**src/rtl/input_block_buffer_if.sv**
```systemverilog
// input_block_buffer_if: word-stream, block-stream and status signals between the AHB master, the buffer and the AES core
//   clear        flush of packer and FIFO
//   shift_en     word strobe,  shiftin  32-bit word,  end_block  last-word marker
//   block_ready  AES core accepts the head block
//   block_valid  head block present,  block_data  128-bit head,  block_last  head ends the transfer
//   fetch_enable master enable,  word_count  words in the packer,  overflow  sticky dropped-word flag
interface input_block_buffer_if;
  logic         clear;
  logic         shift_en;
  logic [31:0]  shiftin;
  logic         end_block;
  logic         block_ready;
  logic         block_valid;
  logic [127:0] block_data;
  logic         block_last;
  logic         fetch_enable;
  logic [1:0]   word_count;
  logic         overflow;
  modport master (
    output clear, shift_en, shiftin, end_block, block_ready,
    input  block_valid, block_data, block_last, fetch_enable, word_count, overflow
  );
  modport slave (
    input  clear, shift_en, shiftin, end_block, block_ready,
    output block_valid, block_data, block_last, fetch_enable, word_count, overflow
  );
endinterface

```
**src/rtl/input_block_buffer.sv**
```systemverilog
// input_block_buffer: packs 32-bit words into 128-bit blocks and queues them in a 2-entry FIFO
//   clk    system clock, rising edge
//   n_rst  asynchronous active-low reset
//   bus    input_block_buffer_if.slave carrying the word input, block output and status
module input_block_buffer (
  input logic clk,
  input logic n_rst,
  input_block_buffer_if.slave bus
);
  logic [3:0][31:0] pk_w, words_nx;
  logic             pk_last, pk_full, last_nx, full_nx;
  logic [1:0]       wc, wc_nx;
  logic [127:0]     mem_d [2];
  logic             mem_l [2];
  logic             wr_ptr, rd_ptr;
  logic [1:0]       fifo_count, fifo_nx;
  logic             ovf, fetch_en;
  logic             pop, commit, accept, fill, drop;
  // A committing packer frees itself in the same edge, so a word arriving
  // in the commit cycle starts the next block instead of being dropped.
  always_comb begin
    pop      = (fifo_count != 2'd0) && bus.block_ready;
    commit   = pk_full && ((fifo_count != 2'd2) || pop);
    accept   = bus.shift_en && (!pk_full || commit);
    drop     = bus.shift_en && pk_full && !commit;
    fill     = accept && ((wc == 2'd3) || bus.end_block);
    fifo_nx  = fifo_count + 2'(commit) - 2'(pop);
    full_nx  = fill || (pk_full && !commit);
    last_nx  = fill ? bus.end_block : (commit ? 1'b0 : pk_last);
    wc_nx    = fill ? 2'd0 : (accept ? wc + 2'd1 : wc);
    words_nx = commit ? '0 : pk_w;
    if (accept) words_nx[2'd3 - wc] = bus.shiftin;
  end
  always_ff @(posedge clk or negedge n_rst) begin
    if (!n_rst) begin
      pk_w       <= '0;
      pk_last    <= 1'b0;
      pk_full    <= 1'b0;
      wc         <= 2'd0;
      mem_d      <= '{default: '0};
      mem_l      <= '{default: 1'b0};
      wr_ptr     <= 1'b0;
      rd_ptr     <= 1'b0;
      fifo_count <= 2'd0;
      ovf        <= 1'b0;
      fetch_en   <= 1'b1;
    end else if (bus.clear) begin
      pk_w       <= '0;
      pk_last    <= 1'b0;
      pk_full    <= 1'b0;
      wc         <= 2'd0;
      wr_ptr     <= 1'b0;
      rd_ptr     <= 1'b0;
      fifo_count <= 2'd0;
      ovf        <= 1'b0;
      fetch_en   <= 1'b1;
    end else begin
      pk_w       <= words_nx;
      pk_last    <= last_nx;
      pk_full    <= full_nx;
      wc         <= wc_nx;
      fifo_count <= fifo_nx;
      ovf        <= ovf || drop;
      fetch_en   <= (fifo_nx == 2'd0) || ((fifo_nx == 2'd1) && !full_nx);
      if (commit) begin
        mem_d[wr_ptr] <= pk_w;
        mem_l[wr_ptr] <= pk_last;
        wr_ptr        <= ~wr_ptr;
      end
      if (pop) rd_ptr <= ~rd_ptr;
    end
  end
  assign bus.block_valid  = fifo_count != 2'd0;
  assign bus.block_data   = mem_d[rd_ptr];
  assign bus.block_last   = mem_l[rd_ptr];
  assign bus.word_count   = wc;
  assign bus.overflow     = ovf;
  assign bus.fetch_enable = fetch_en;
endmodule

```
**src/flat_wrapper.sv**
```systemverilog
// flat-port wrapper written by rule: the top's interface ports become plain ports
module input_block_buffer_flat 
  (clk, n_rst, bus_clear, bus_shift_en, bus_shiftin, bus_end_block, bus_block_ready, bus_block_valid, bus_block_data, bus_block_last, bus_fetch_enable, bus_word_count, bus_overflow);
  input_block_buffer_if bus_i ();
  input logic clk;
  input logic n_rst;
  input wire logic [$bits(bus_i.clear)-1:0] bus_clear;
  input wire logic [$bits(bus_i.shift_en)-1:0] bus_shift_en;
  input wire logic [$bits(bus_i.shiftin)-1:0] bus_shiftin;
  input wire logic [$bits(bus_i.end_block)-1:0] bus_end_block;
  input wire logic [$bits(bus_i.block_ready)-1:0] bus_block_ready;
  output wire logic [$bits(bus_i.block_valid)-1:0] bus_block_valid;
  output wire logic [$bits(bus_i.block_data)-1:0] bus_block_data;
  output wire logic [$bits(bus_i.block_last)-1:0] bus_block_last;
  output wire logic [$bits(bus_i.fetch_enable)-1:0] bus_fetch_enable;
  output wire logic [$bits(bus_i.word_count)-1:0] bus_word_count;
  output wire logic [$bits(bus_i.overflow)-1:0] bus_overflow;
  assign bus_i.clear = bus_clear;
  assign bus_i.shift_en = bus_shift_en;
  assign bus_i.shiftin = bus_shiftin;
  assign bus_i.end_block = bus_end_block;
  assign bus_i.block_ready = bus_block_ready;
  assign bus_block_valid = bus_i.block_valid;
  assign bus_block_data = bus_i.block_data;
  assign bus_block_last = bus_i.block_last;
  assign bus_fetch_enable = bus_i.fetch_enable;
  assign bus_word_count = bus_i.word_count;
  assign bus_overflow = bus_i.overflow;
  input_block_buffer u_core (.clk(clk), .n_rst(n_rst), .bus(bus_i));
endmodule
```
**config.mk**
```make
export PLATFORM = sky130hd
export DESIGN_NAME = input_block_buffer_flat
export DESIGN_NICKNAME = d
export VERILOG_FILES = /design/src/rtl/input_block_buffer_if.sv /design/src/rtl/input_block_buffer.sv /design/src/flat_wrapper.sv
export SDC_FILE = /design/constraint.sdc
export NUM_CORES = 1
export LEC_CHECK = 0
export ABC_CLOCK_PERIOD_IN_PS = 3140
export CAP_MARGIN = 40
export CORE_UTILIZATION = 48
export DETAILED_ROUTE_END_ITERATION = 6
export HOLD_SLACK_MARGIN = 0.06
export PLACE_DENSITY = 0.75
export SETUP_SLACK_MARGIN = 0.1
export SLEW_MARGIN = 20
export SYNTH_ARGS = -nofsm -noshare
export SYNTH_HDL_FRONTEND = slang
export SYNTH_SLANG_ARGS = --single-unit
```
**constraint.sdc**
```tcl
create_clock -name clk -period 3.14 [get_ports clk]
set_input_delay 0.628 -clock clk [delete_from_list [all_inputs] [get_ports clk]]
set_output_delay 0.628 -clock clk [all_outputs]
set_load 0.005 [all_outputs]
```
==> results of run 1 <==
-- per-stage QoR --
stage	total power, mW	hold slack (ns)	utilization [%]
floorplan	6.92	0.332	-
global placement	7.87	0.481	54.2
detailed placement	7.91	0.488	54.2
CTS	13.0	0.0956	57.8
global route	13.4	0.112	57.8
finish	12.9	0.0680	57.8
-- layer usage --
metal	up-vias	part of all wire [%]	track usage, %	routed length, µm
li1	6232	-	-	-
met1	7282	43	37.1	23200
met2	554	45	39.4	24600
met3	112	7.8	5.87	4250
met4	2	3.9	11.5	2140
met5	-	0.020	0	11
-- cell usage in the layout, fill, tap and decap left out, types with 2 or more instances in the layout --
cell             instances
mux2_2                 387
ha_1                     6
clkbuf_8                 9
and2_1                   4
nand4_1                  2
clkdlybuf4s50_1        168
a21oi_1                134
dfrtp_4                  3
o21ai_0                  4
clkbuf_1                11
nand2_1                  5
buf_12                  12
nand3_1                128
dfrtp_1                391
bufinv_16                2
o22ai_1                128
clkinv_2                10
nor2b_1                129
buf_4                   32
buf_16                   2
nor4bb_1               128
clkbuf_16               45
nor2_1                   6
inv_1                    7
-- worst paths after layout --
check | from | end | slack (ns)
hold reg to reg | u_core.mem_d[150] | u_core.mem_d[150] | 0.50
min in group clk | bus_clear | u_core.wr_ptr | 0.28
setup / recovery | u_core.rd_ptr | bus_block_data[93] | 0.17
hold / removal | n_rst | u_core.mem_d[13] | 0.07
setup reg to reg | u_core.fifo_count[1] | u_core.pk_last | 0.71
max in group asynchronous | n_rst | u_core.mem_d[115] | 2.21
-- logic make-up after synthesis --
kind of cell             Yosys count
buffers and inverters            180
XOR/XNOR                           2
multiplexers                     387
AO/OA/AOI/OAI                    268
adder cells (fa/ha/maj)            6
AND/OR/NAND/NOR                  410
flip-flops                       396
-- critical path, delay by kind of cell (launching register included) --
| family | cells | cell delay (ns) |
|---|---|---|
| flops | 1 | 0.44 |
| buf+inv | 2 | 0.84 |
| mux | 1 | 0.42 |
-- final cells by class --
| class | count | area (µm²) |
|---|---|---|
| Inverter | 7 | 26.3 |
| Timing Repair Buffer | 215 | 2230 |
| Clock inverter | 13 | 118 |
| Clock buffer | 65 | 1290 |
| Fill cell | 3286 | 16900 |
| Multi-Input combinational cell | 1073 | 8890 |
| Tap cell | 525 | 657 |
| Sequential cell | 396 | 9920 |
-- sequential cells by signal (all words and copies together) (netlist names) --
signal	cells
u_core.bus.fetch_enable	1
u_core.fifo_count	2
u_core.bus.overflow	1
u_core.pk_last	1
u_core.mem_l	2
u_core.rd_ptr	1
u_core.mem_d	256
u_core.pk_w	128
u_core.pk_full	1
u_core.wr_ptr	1
u_core.bus.word_count	2
-- report_power, final --
| part | switching [mW] | total [mW] | leakage [nW] | internal [mW] |
|---|---|---|---|---|
| logic | 1.22 | 2.29 | 4.17 | 1.07 |
| registers | 0.238 | 5.57 | 5.47 | 5.33 |
| clock network | 2.04 | 5.04 | 0.700 | 3.00 |
-- repair_timing --
action | 4_1_cts | 5_1_grt
setup buffers | 0 | 0
endpoints found under the setup margin | 0 | 20
gates resized for setup | 0 | 1
==> results.md, run 1 <==
* Outcome: complete, no violations
* Reg2Reg Depth at 5
* Worst Path Arrival at 2.34 ns
* Avg Cell Area, Syn at 11.9 µm²
* Yosys cell types at 32
* Post-Syn Instances at 1649
* RSZ-0062 raised after global routing: false
* Post-route cell area at 23100 µm²
* Period minus WS final at 2.97 ns
* Slew Viols, Final at 0
* Dpl hpwl at 33.1 mm
* Die H at 204 µm
* Sequential share of the synthesized area at 50.6%
* Avg WL per Cell at 23.6 µm
* Crit. End Element: output pin
* Largest net degree at the start of global routing at 96
* Post-synthesis mux area share at 22.3%
* Final worst slack at 0.168 ns
* Top-count cell post-synth: dfrtp_1
* Cell count after placement at 2215
* Main combinational cell family by area after synthesis: multiplexers
* CP startpoint kind: register
* WS Path Type: reg2out
* Total wire length at 54.2 mm
* Post-synthesis simple-gate area fraction at 14.7%
* Yosys warns at 0
* Hold Vio Cnt, Final at 0
* Ys flop type: dfrtp_1
* Syn_nets at 1693
* Worst slack, placed at 0.674 ns
* Clock Sinks at 396
* CTS buffer count at 43
* Post-Synth Adder-Cell Area at 0.384%
* CP max FO at 95
* # nets final at 1780
* Total Routing Usage GR at 26.5%
* Clk pin slew, worst setup/hold paths at 0.06 ns
* Max-cap viol count at 0
* Worst path slowest cell: clkdlybuf4s50_1
* Die extent in x at 204 µm
* Detail Route Antenna Nets at 0
* Worst-skew pair later-pin latency at 0.56 ns
* First-pass DRT Iterations at 5
* Vias/cell at 6.18
* Core Footprint at 40000 µm²
* Post-synth top area share at 50.5%
* Buffers on Ports at 171
* Htree depth at 2
* Worst VDD drop at 462 µV
* Layout cells sized above 1 at 28.9%
* DRC Markers at 0
* DP Area at 21700 µm²
* Post-synth top cells: dfrtp_1 (395), mux2_2 (387), a21oi_1 (134), clkbuf_1 (130)
* Post-Route Skew at 0.0191 ns
* Largest cells by area after synthesis: dfrtp_1 (51%), mux2_2 (22%), nor4bb_1 (6.6%)
* Initial antenna violation count at 1
* Clock Path Buffers at 3
* Starting DRT DRC Count at 1209
* Fmax at 336 MHz
* CTS tree: done
* Synth Area in XOR/XNOR at 0.160%
* RePlAce Congestion at 0.799
* Setup TNS Final at 0 ns
* Yosys top cell by area: dfrtp_1
* Critical path required time at 2.51 ns
* CTS Root Cell: clkbuf_16
* Pwr Density at 557 nW/µm²
* Total gr overflow at 0
* Hold Buf Count CTS at 0
* Asr flop ratio synth at 100%
* Period utilisation layout at 94.6%
* Vias in the first global route at 14300
* Row count at 73
* Setup-failing EPs final at 0
* Max incr delay on CP at 0.45 ns
* Worst slew margin at 42.3%
* Die area at 41600 µm²
* Least-Margin Pin Slew at 0.866 ns
* Post-synthesis compound-gate area fraction at 7.70%
* Flops & latches, synth at 396
* First-pass GRT wire length at 84.6 mm
* Pleak at 10.3 nW
* Cell Area, Synth at 19600 µm²
* Io pins at 172
* EDFF count, synth at 0
* Ant. Diodes at 0
* Starting Density at 48.9%
* Hold Path Class: in2async
* DR vias at 14200
* Fin cells at 2294
* CP Cell Sequence: buf_16, mux2_2, clkdlybuf4s50_1
* Area delta synth->final at 18.2%
No activity file was read; power rests on OpenSTA's default activity.
==> run 2: changes to the inputs <==
--- a/config.mk
+++ b/config.mk
@@ -9,7 +9,7 @@
 export CAP_MARGIN = 40
 export CORE_UTILIZATION = 48
 export DETAILED_ROUTE_END_ITERATION = 6
-export HOLD_SLACK_MARGIN = 0.06
+export HOLD_SLACK_MARGIN = 0.02
 export PLACE_DENSITY = 0.75
 export SETUP_SLACK_MARGIN = 0.1
 export SLEW_MARGIN = 20
==> results of run 2 <==
The final DEF is identical to that of run 1; final timing and power are the same.
